### config.mk
export PLATFORM = sky130hd
export DESIGN_NAME = uart_txrx_top
export DESIGN_NICKNAME = d
export VERILOG_FILES = /design/src/rtl/uart_txrx_top.sv
export SDC_FILE = /design/constraint.sdc
export NUM_CORES = 1
export LEC_CHECK = 0
export CORE_ASPECT_RATIO = 1.1
export CORE_MARGIN = 2
export CORE_UTILIZATION = 50
export DETAILED_ROUTE_END_ITERATION = 10
export PLACE_DENSITY = 0.72
export SYNTH_ARGS = -nofsm -noshare
export SYNTH_HDL_FRONTEND = slang
export SYNTH_SLANG_ARGS = --single-unit
### constraint.sdc
create_clock -name sys_clk -period 5.8 [get_ports sys_clk]
set_input_delay 1.16 -clock sys_clk [delete_from_list [all_inputs] [get_ports sys_clk]]
set_output_delay 1.16 -clock sys_clk [all_outputs]
set_load 0.05 [all_outputs]
### src/rtl/uart_txrx_top.sv
// Full-duplex 8N1 UART carrying 24-bit words as 3-byte packets.
// TX serialises idats MSB byte first; RX reassembles 3 bytes into odats.
module uart_txrx_top #(
  parameter int CLK_FREQ = 50_000_000,
  parameter int BAUD     = 115200
) (
  input  logic        sys_clk,
  input  logic        rst_n,
  input  logic        uart_tx_req,
  output logic        uart_txs_done,
  input  logic [23:0] idats,
  output logic        uart_rxs_done,
  output logic [23:0] odats,
  output logic        uarttx,
  input  logic        uartrx
);

  localparam int BAUD_DIV = CLK_FREQ / BAUD;
  localparam int CW = $clog2(BAUD_DIV);
  localparam int IW = $clog2(20 * BAUD_DIV + 1);
  localparam logic [CW-1:0] DIV_M1  = CW'(BAUD_DIV - 1);
  localparam logic [CW-1:0] HALF_M1 = CW'(BAUD_DIV / 2 - 1);
  localparam logic [CW-1:0] C_ONE   = CW'(1);
  localparam logic [IW-1:0] IDLE_M1 = IW'(20 * BAUD_DIV - 1);
  localparam logic [IW-1:0] I_ONE   = IW'(1);

  typedef enum logic [1:0] {
    S_IDLE, S_START, S_DATA, S_STOP
  } state_t;

  state_t        tx_st;
  logic [CW-1:0] tx_cnt;
  logic [2:0]    tx_bit;
  logic [1:0]    tx_byte;
  logic [7:0]    tx_sh;
  logic [15:0]   tx_lo;
  logic          tx_tick;

  assign tx_tick = (tx_cnt == DIV_M1);

  always_ff @(posedge sys_clk) begin
    if (!rst_n) begin
      tx_st         <= S_IDLE;
      tx_cnt        <= '0;
      tx_bit        <= '0;
      tx_byte       <= '0;
      tx_sh         <= '0;
      tx_lo         <= '0;
      uarttx        <= 1'b1;
      uart_txs_done <= 1'b0;
    end else begin
      uart_txs_done <= 1'b0;
      if (tx_st != S_IDLE)
        tx_cnt <= tx_tick ? '0 : tx_cnt + C_ONE;
      unique case (tx_st)
        S_IDLE: begin
          uarttx <= 1'b1;
          tx_cnt <= '0;
          if (uart_tx_req) begin
            tx_lo   <= idats[15:0];
            tx_sh   <= idats[23:16];
            tx_byte <= '0;
            uarttx  <= 1'b0;
            tx_st   <= S_START;
          end
        end
        S_START: if (tx_tick) begin
          uarttx <= tx_sh[0];
          tx_bit <= '0;
          tx_st  <= S_DATA;
        end
        S_DATA: if (tx_tick) begin
          if (tx_bit == 3'd7) begin
            uarttx <= 1'b1;
            tx_st  <= S_STOP;
          end else begin
            uarttx <= tx_sh[1];
            tx_sh  <= {1'b0, tx_sh[7:1]};
            tx_bit <= tx_bit + 3'd1;
          end
        end
        S_STOP: if (tx_tick) begin
          if (tx_byte == 2'd2) begin
            uart_txs_done <= 1'b1;
            tx_st         <= S_IDLE;
          end else begin
            tx_byte <= tx_byte + 2'd1;
            tx_sh   <= (tx_byte == 2'd0) ? tx_lo[15:8] : tx_lo[7:0];
            uarttx  <= 1'b0;
            tx_st   <= S_START;
          end
        end
        default: tx_st <= S_IDLE;
      endcase
    end
  end

  state_t        rx_st;
  logic          rx_s1, rx_s2, rx_prev;
  logic [CW-1:0] rx_cnt;
  logic [2:0]    rx_bit;
  logic [7:0]    rx_sh;
  logic [15:0]   rx_buf;
  logic [1:0]    rx_nbyte;
  logic [IW-1:0] idle_cnt;
  logic          rx_tick;
  logic          rx_fall;

  assign rx_tick = (rx_cnt == DIV_M1);
  assign rx_fall = rx_prev & ~rx_s2;

  always_ff @(posedge sys_clk) begin
    if (!rst_n) begin
      rx_s1         <= 1'b1;
      rx_s2         <= 1'b1;
      rx_prev       <= 1'b1;
      rx_st         <= S_IDLE;
      rx_cnt        <= '0;
      rx_bit        <= '0;
      rx_sh         <= '0;
      rx_buf        <= '0;
      rx_nbyte      <= '0;
      idle_cnt      <= '0;
      odats         <= '0;
      uart_rxs_done <= 1'b0;
    end else begin
      rx_s1         <= uartrx;
      rx_s2         <= rx_s1;
      rx_prev       <= rx_s2;
      uart_rxs_done <= 1'b0;
      if (rx_st != S_IDLE)
        rx_cnt <= rx_tick ? '0 : rx_cnt + C_ONE;
      // A long idle gap mid-packet realigns to the next packet start.
      if (rx_st == S_IDLE && rx_nbyte != 2'd0 && rx_s2) begin
        if (idle_cnt == IDLE_M1) begin
          idle_cnt <= '0;
          rx_nbyte <= '0;
        end else begin
          idle_cnt <= idle_cnt + I_ONE;
        end
      end else begin
        idle_cnt <= '0;
      end
      unique case (rx_st)
        S_IDLE: begin
          rx_cnt <= '0;
          if (rx_fall)
            rx_st <= S_START;
        end
        S_START: if (rx_cnt == HALF_M1) begin
          rx_cnt <= '0;
          rx_bit <= '0;
          rx_st  <= rx_s2 ? S_IDLE : S_DATA;
        end
        S_DATA: if (rx_tick) begin
          rx_sh  <= {rx_s2, rx_sh[7:1]};
          rx_bit <= rx_bit + 3'd1;
          if (rx_bit == 3'd7)
            rx_st <= S_STOP;
        end
        S_STOP: if (rx_tick) begin
          rx_st <= S_IDLE;
          if (!rx_s2) begin
            rx_nbyte <= '0;
          end else if (rx_nbyte == 2'd2) begin
            odats         <= {rx_buf, rx_sh};
            uart_rxs_done <= 1'b1;
            rx_nbyte      <= '0;
          end else begin
            rx_nbyte <= rx_nbyte + 2'd1;
            if (rx_nbyte == 2'd0)
              rx_buf[15:8] <= rx_sh;
            else
              rx_buf[7:0] <= rx_sh;
          end
        end
        default: rx_st <= S_IDLE;
      endcase
    end
  end

endmodule

Yosys cells after proc, flatten, opt, wreduce, memory -nomap -nowiden

Cells that the tools add are included.

Magnitude comparators: 0
Shifts and indexed selects: 0
Divide/modulo/power cells: 0
$add $sub $neg: 7
Multipliers: 0
Mux-type cells: 52
Bitwise gates (word level): 6
Equality and inequality tests: 26
Reductions and logical operators: 29

Operator list:

| kind                                           | count |
|---|---|
| 2-to-1 mux 8 bit                               | 6 |
| 2-to-1 mux 2 bit                               | 20 |
| 2-to-1 mux 9 bit                               | 4 |
| inequality test 2 bit (second input constant)  | 12 |
| case mux 8 bit (3 select lines)                | 1 |
| AND reduction 4 bit                            | 5 |
| AND reduction 5 bit                            | 4 |
| adder 9 x 1 -> 9 bit (second input constant)   | 2 |
| == test 9 bit (second input constant)          | 2 |
| case mux 9 bit (2 select lines)                | 1 |
| case mux 2 bit (4 select lines)                | 2 |
| 2-to-1 mux 3 bit                               | 5 |
| adder 14 x 1 -> 14 bit (second input constant) | 1 |
| == test 14 bit (second input constant)         | 1 |
| == test 2 bit (second input constant)          | 6 |
| case mux 3 bit (2 select lines)                | 2 |
| nonzero test 2 bit                             | 6 |
| == test 9 x 8 -> 1 bit (second input constant) | 1 |
| 2-to-1 mux 1 bit                               | 9 |
| zero test 2 bit                                | 4 |
| adder 3 x 1 -> 3 bit (second input constant)   | 2 |
| == test 3 bit (second input constant)          | 2 |
| AND reduction 3 bit                            | 2 |
| AND reduction 6 bit                            | 1 |
| 11 further kinds                               | 19 |

ROM bits: 0
Output and inout port bits: 27
Word-level logic and storage cells: 141
Memories: 0
Register bits: 124
RAM bits: 0
Latch bits: 0

Longest topological paths before layout

Depth in word-level cells: 6
Mapped depth: 9
Mapped depth without buffers: 7

Least setup slack after synthesis

No wires, ideal clock.

Kind: input-to-reg
From: input uart_tx_req
To: register tx_sh[6]
Slack: 3499 ps
Data required time: 5709 ps
Arrival time: 2211 ps
Path buffers: 1
Cell stages on the path: 6
Cell sequence: nand2b_1 -> nand2_1 -> a21oi_1 -> buf_2 -> nor2_1 -> a311oi_1

Longest elaborated chain between the ends: 2

RTL lines:

| what                            | RTL line | text |
|---|---|---|
| start: declaration              | 9        | `input logic uart_tx_req,` |
| inequality test 2 bit (no line) | n/a      |  |
| AND reduction 6 bit (no line)   | n/a      |  |
| end signal: assignment          | 61       | `tx_sh <= idats[23:16];` |
| end signal: assignment          | 78       | `tx_sh <= {1'b0, tx_sh[7:1]};` |
| end signal: assignment          | 88       | `tx_sh <= (tx_byte == 2'd0) ? tx_lo[15:8] : tx_lo[7:0];` |
| end: declaration                | 35       | `logic [7:0] tx_sh;` |

No other way between the ends.
A chain may end at the register's enable or synchronous reset.

==> reports/summary.txt <==
======================================================================================
Status                                                                    finished, final reports clean
Slew Viols, Final                                                                    0
Number of top-level design ports                                                    55
Number of H-tree levels                                                              4
Die height                                                                      111 um
Die area                                                                    11300 um^2
Area fraction of the dominant cell type after synthesis                          47.3%
Number of nets in the layout                                                       689
Min Tclk post-route                                                            3010 ps
Number of diodes                                                                     0
Final std cell area, no fill                                                 6470 um^2
Gate count of the mapped netlist                                                   598
Endpoint of the lowest-slack register-to-register path                    tx_sh[6]$_SDFFE_PN0P_
Routed Antenna Nets                                                                  0
Cell taking the most area after synthesis                                      dfxtp_1
Critical Path RT                                                               6100 ps
Clk_skew                                                                       9.52 ps
Worst setup path startpoint                                                      rst_n
Number of max-cap violations                                                         0
Die width                                                                       102 um
Predominant post-synthesis flop cell                                           dfxtp_1
Kind of critical path                                                           in2reg
Final cell count without fillers                                                   800
Detailed Route Iter0 Violations                                                    178
Register bit total from synthesis                                                  124
Placed cell areas                                                            5860 um^2
Worst setup path endpoint                                                 rx_bit[0]$_SDFFE_PN0P_
TritonCTS clock tree                                                             built
Number of endpoints with negative hold slack in the final report                     0
Setup crit start kind                                                        input pin
Data arrival at the endpoint of the critical path                              3310 ps
Maximum buffer depth of the clock tree                                               2
Total negative setup slack                                                        0 ps
Fraction of layout instances using a drive strength above 1                      7.91%
Antenna violations before repair                                                     0
Pleak                                                                          2.55 nW
Number of buffers inserted during clock tree synthesis                              17
FILL cells                                                                         845
Post-synthesis average cell area                                             8.77 um^2
Crit Reg-Reg Startpoint                                                   tx_st[0]$_SDFFE_PN0P_
RSZ-0062 raised after global routing                                                no
Number of buffers added for setup after CTS                                          0
Clock root buffer                                                            clkbuf_16
Clock tree sinks                                                                   124
Placed cells                                                                       768
Synthesis-to-finish area growth                                                  23.5%
Number of nets in the synthesized netlist                                          643
Worst min-delay path class                                                     reg2reg
Vias                                                                              4232
Post-cts sizing count                                                                0
HPWL after detailed placement                                                  7390 um
Final setup violation count                                                          0
Post-layout power                                                              2.42 mW
Cell at the slowest stage of the critical path                                   inv_2
Async set or reset register ratio after synthesis                                   0%
Aggregate global-route resource usage                                            21.1%
Gp weighted congestion                                                           0.818
Hold bufs inserted after CTS                                                         0
Number of enable flip-flop cells after synthesis                                     0
Power density relative to cell area                                        374 nW/um^2
Average wire per cell in the routed design                                     14.2 um
Post-synthesis instance area                                                 5240 um^2
First-pass detailed-route iteration total                                            4
Max stage delay on crit path                                                    710 ps
Biggest area contributors in the synthesized netlist                      dfxtp_1, nand2_1, mux2i_1
GRT Residual Overflow                                                                0
Achievable clock frequency                                                   0.332 GHz
Warnings, synthesis                                                                  0
Routed WL                                                                     11300 um
Number of port buffers                                                              54
Worst Tran Pin Value                                                           1040 ps
Slew headroom                                                                    30.5%
Worst supply voltage drop on vdd                                              0.232 mV
Utilization after layout                                                         62.9%
Maximum number of pins on one net before global-route repair                        45
Initial core utilization                                                         50.9%
Largest driver fanout on the critical path                                          44
Via density per instance                                                          5.29
Distinct cell type count after synthesis                                            49
First-pass GRT wire length                                                    19100 um
DRC viols                                                                            0
Std-Cell Core Area                                                          10300 um^2
Row count                                                                           39
Clock insertion delay at the later pin of the skew report                       410 ps
Worst reg-to-reg setup slack                                                   3040 ps
Share of synthesized area occupied by flip-flops and latches                     47.3%
Fraction of the cycle the final worst path needs                                 51.9%
Worst-case reg-to-reg path depth                                                     7
Sequence of cells on the critical path                                    clkdlybuf4s50_1, inv_2, buf_4, or3_1, o21ai_0
Sort of element at the end of the critical path                              flip-flop
Via count of the first global-routing pass                                        4113
Clock slew at the register clock pins of the worst setup and hold paths          60 ps
======================================================================================
## worst min path at each step
stage	startpoint	to	depth (start not counted)	slack [ps]
floorplan	rx_s1$_SDFF_PN1_	rx_s2$_SDFF_PN1_	1	390
global placement	rx_s1$_SDFF_PN1_	rx_s2$_SDFF_PN1_	1	400
detailed placement	rx_s1$_SDFF_PN1_	rx_s2$_SDFF_PN1_	1	400
CTS	rx_s1$_SDFF_PN1_	rx_s2$_SDFF_PN1_	1	420
global route	rx_s1$_SDFF_PN1_	rx_s2$_SDFF_PN1_	1	440
finish	rx_s1$_SDFF_PN1_	rx_s2$_SDFF_PN1_	1	420
## metrics by stage
stage	hold slack [ps]	worst slack, ps
final	424	2790
after global routing	436	2610
after global placement	397	2400
after detailed placement	405	2350
after CTS	424	2770
after floorplan	386	3500
## layout make-up
cell class,count,area (um^2),share of cell area (%)
Clock inverter,15,188,2.90
Timing Repair Buffer,56,556,8.58
Clock buffer,17,425,6.57
Sequential cell,124,2480,38.3
Tap cell,143,179,2.76
Multi-Input combinational cell,432,2590,40.1
Inverter,13,48.8,0.754
## kinds of logic (layout without fill, tap and decap cells)
| group | after synthesis | after routing | synth area share, % |
|---|---|---|---|
| flip-flops | 124 | 124 | 47.3 |
| AND/OR/NAND/NOR | 258 | 258 | 22.4 |
| AO/OA/AOI/OAI | 87 | 87 | 10.1 |
| XOR/XNOR | 25 | 25 | 4.18 |
| multiplexers | 45 | 45 | 8.78 |
| buffers and inverters | 42 | 101 | 3.17 |
| adder cells (fa/ha/maj) | 17 | 17 | 4.06 |
## cells in the final DEF, fill, tap and decap left out, types with 2 or more instances in the layout
cell type and count:
dfxtp_1 124, nand2_1 104, nor2_1 85, clkdlybuf4s50_1 54, a21oi_1 46, mux2i_1 37, ha_1 17, clkbuf_16 17
nand3_1 14, xnor2_1 14, inv_1 12, xor2_1 11, o21ai_0 10, a311oi_1 8, a22oi_1 8, mux2_2 8
and3_1 7, nor3_1 7, nand2b_1 6, or3_1 5, inv_6 5, nand4_1 4, a211oi_1 4, nor4b_1 3
clkinv_4 3, bufinv_16 3, clkinvlp_4 3, nand4b_1 2, and4b_1 2, and2_1 2, nor3b_1 2, o22ai_1 2
or2_2 2, o2111ai_1 2, nand3b_1 2, buf_4 2
## Yosys cell counts, drive strengths merged (10+ instances only)
cell type and instances:
clkbuf 22, mux2i 37, xnor2 14, xor2 11
dfxtp 124, nor2 85, ha 17, nand2 104
inv 13, nand3 14, o21ai 10, a21oi 47
## worst max-delay path: cells and delay by family
kind | cells | cell delay, ps
AND/OR/NAND/NOR | 1 | 170
buffers and inverters | 3 | 1900
AO/OA/AOI/OAI | 1 | 60
## state kept, by name, indices dropped and copies added, names as in the netlist, 3 cells and up, named ones only
name / count
tx_lo: 16
tx_bit: 3
idle_cnt: 14
tx_cnt: 9
rx_buf: 16
rx_cnt: 9
tx_sh: 8
odats: 24
rx_bit: 3
rx_sh: 8
## where the power goes
part / internal, mW / total, mW / switching (mW) / leakage, nW
combinational: 0.145 / 0.382 / 0.237 / 1.25
clock: 0.683 / 1.09 / 0.408 / 0.291
sequential: 0.909 / 0.946 / 0.0365 / 1.00
## routing by layer
layer	GRT usage [%]	vias to the layer above	share of wire (%)
met5	0	-	0
met4	7.93	0	1.3
met3	5.46	13	3.5
met2	34.6	67	50
met1	26.4	2016	45
li1	-	2136	-
Power figures use the tool's default switching activity.
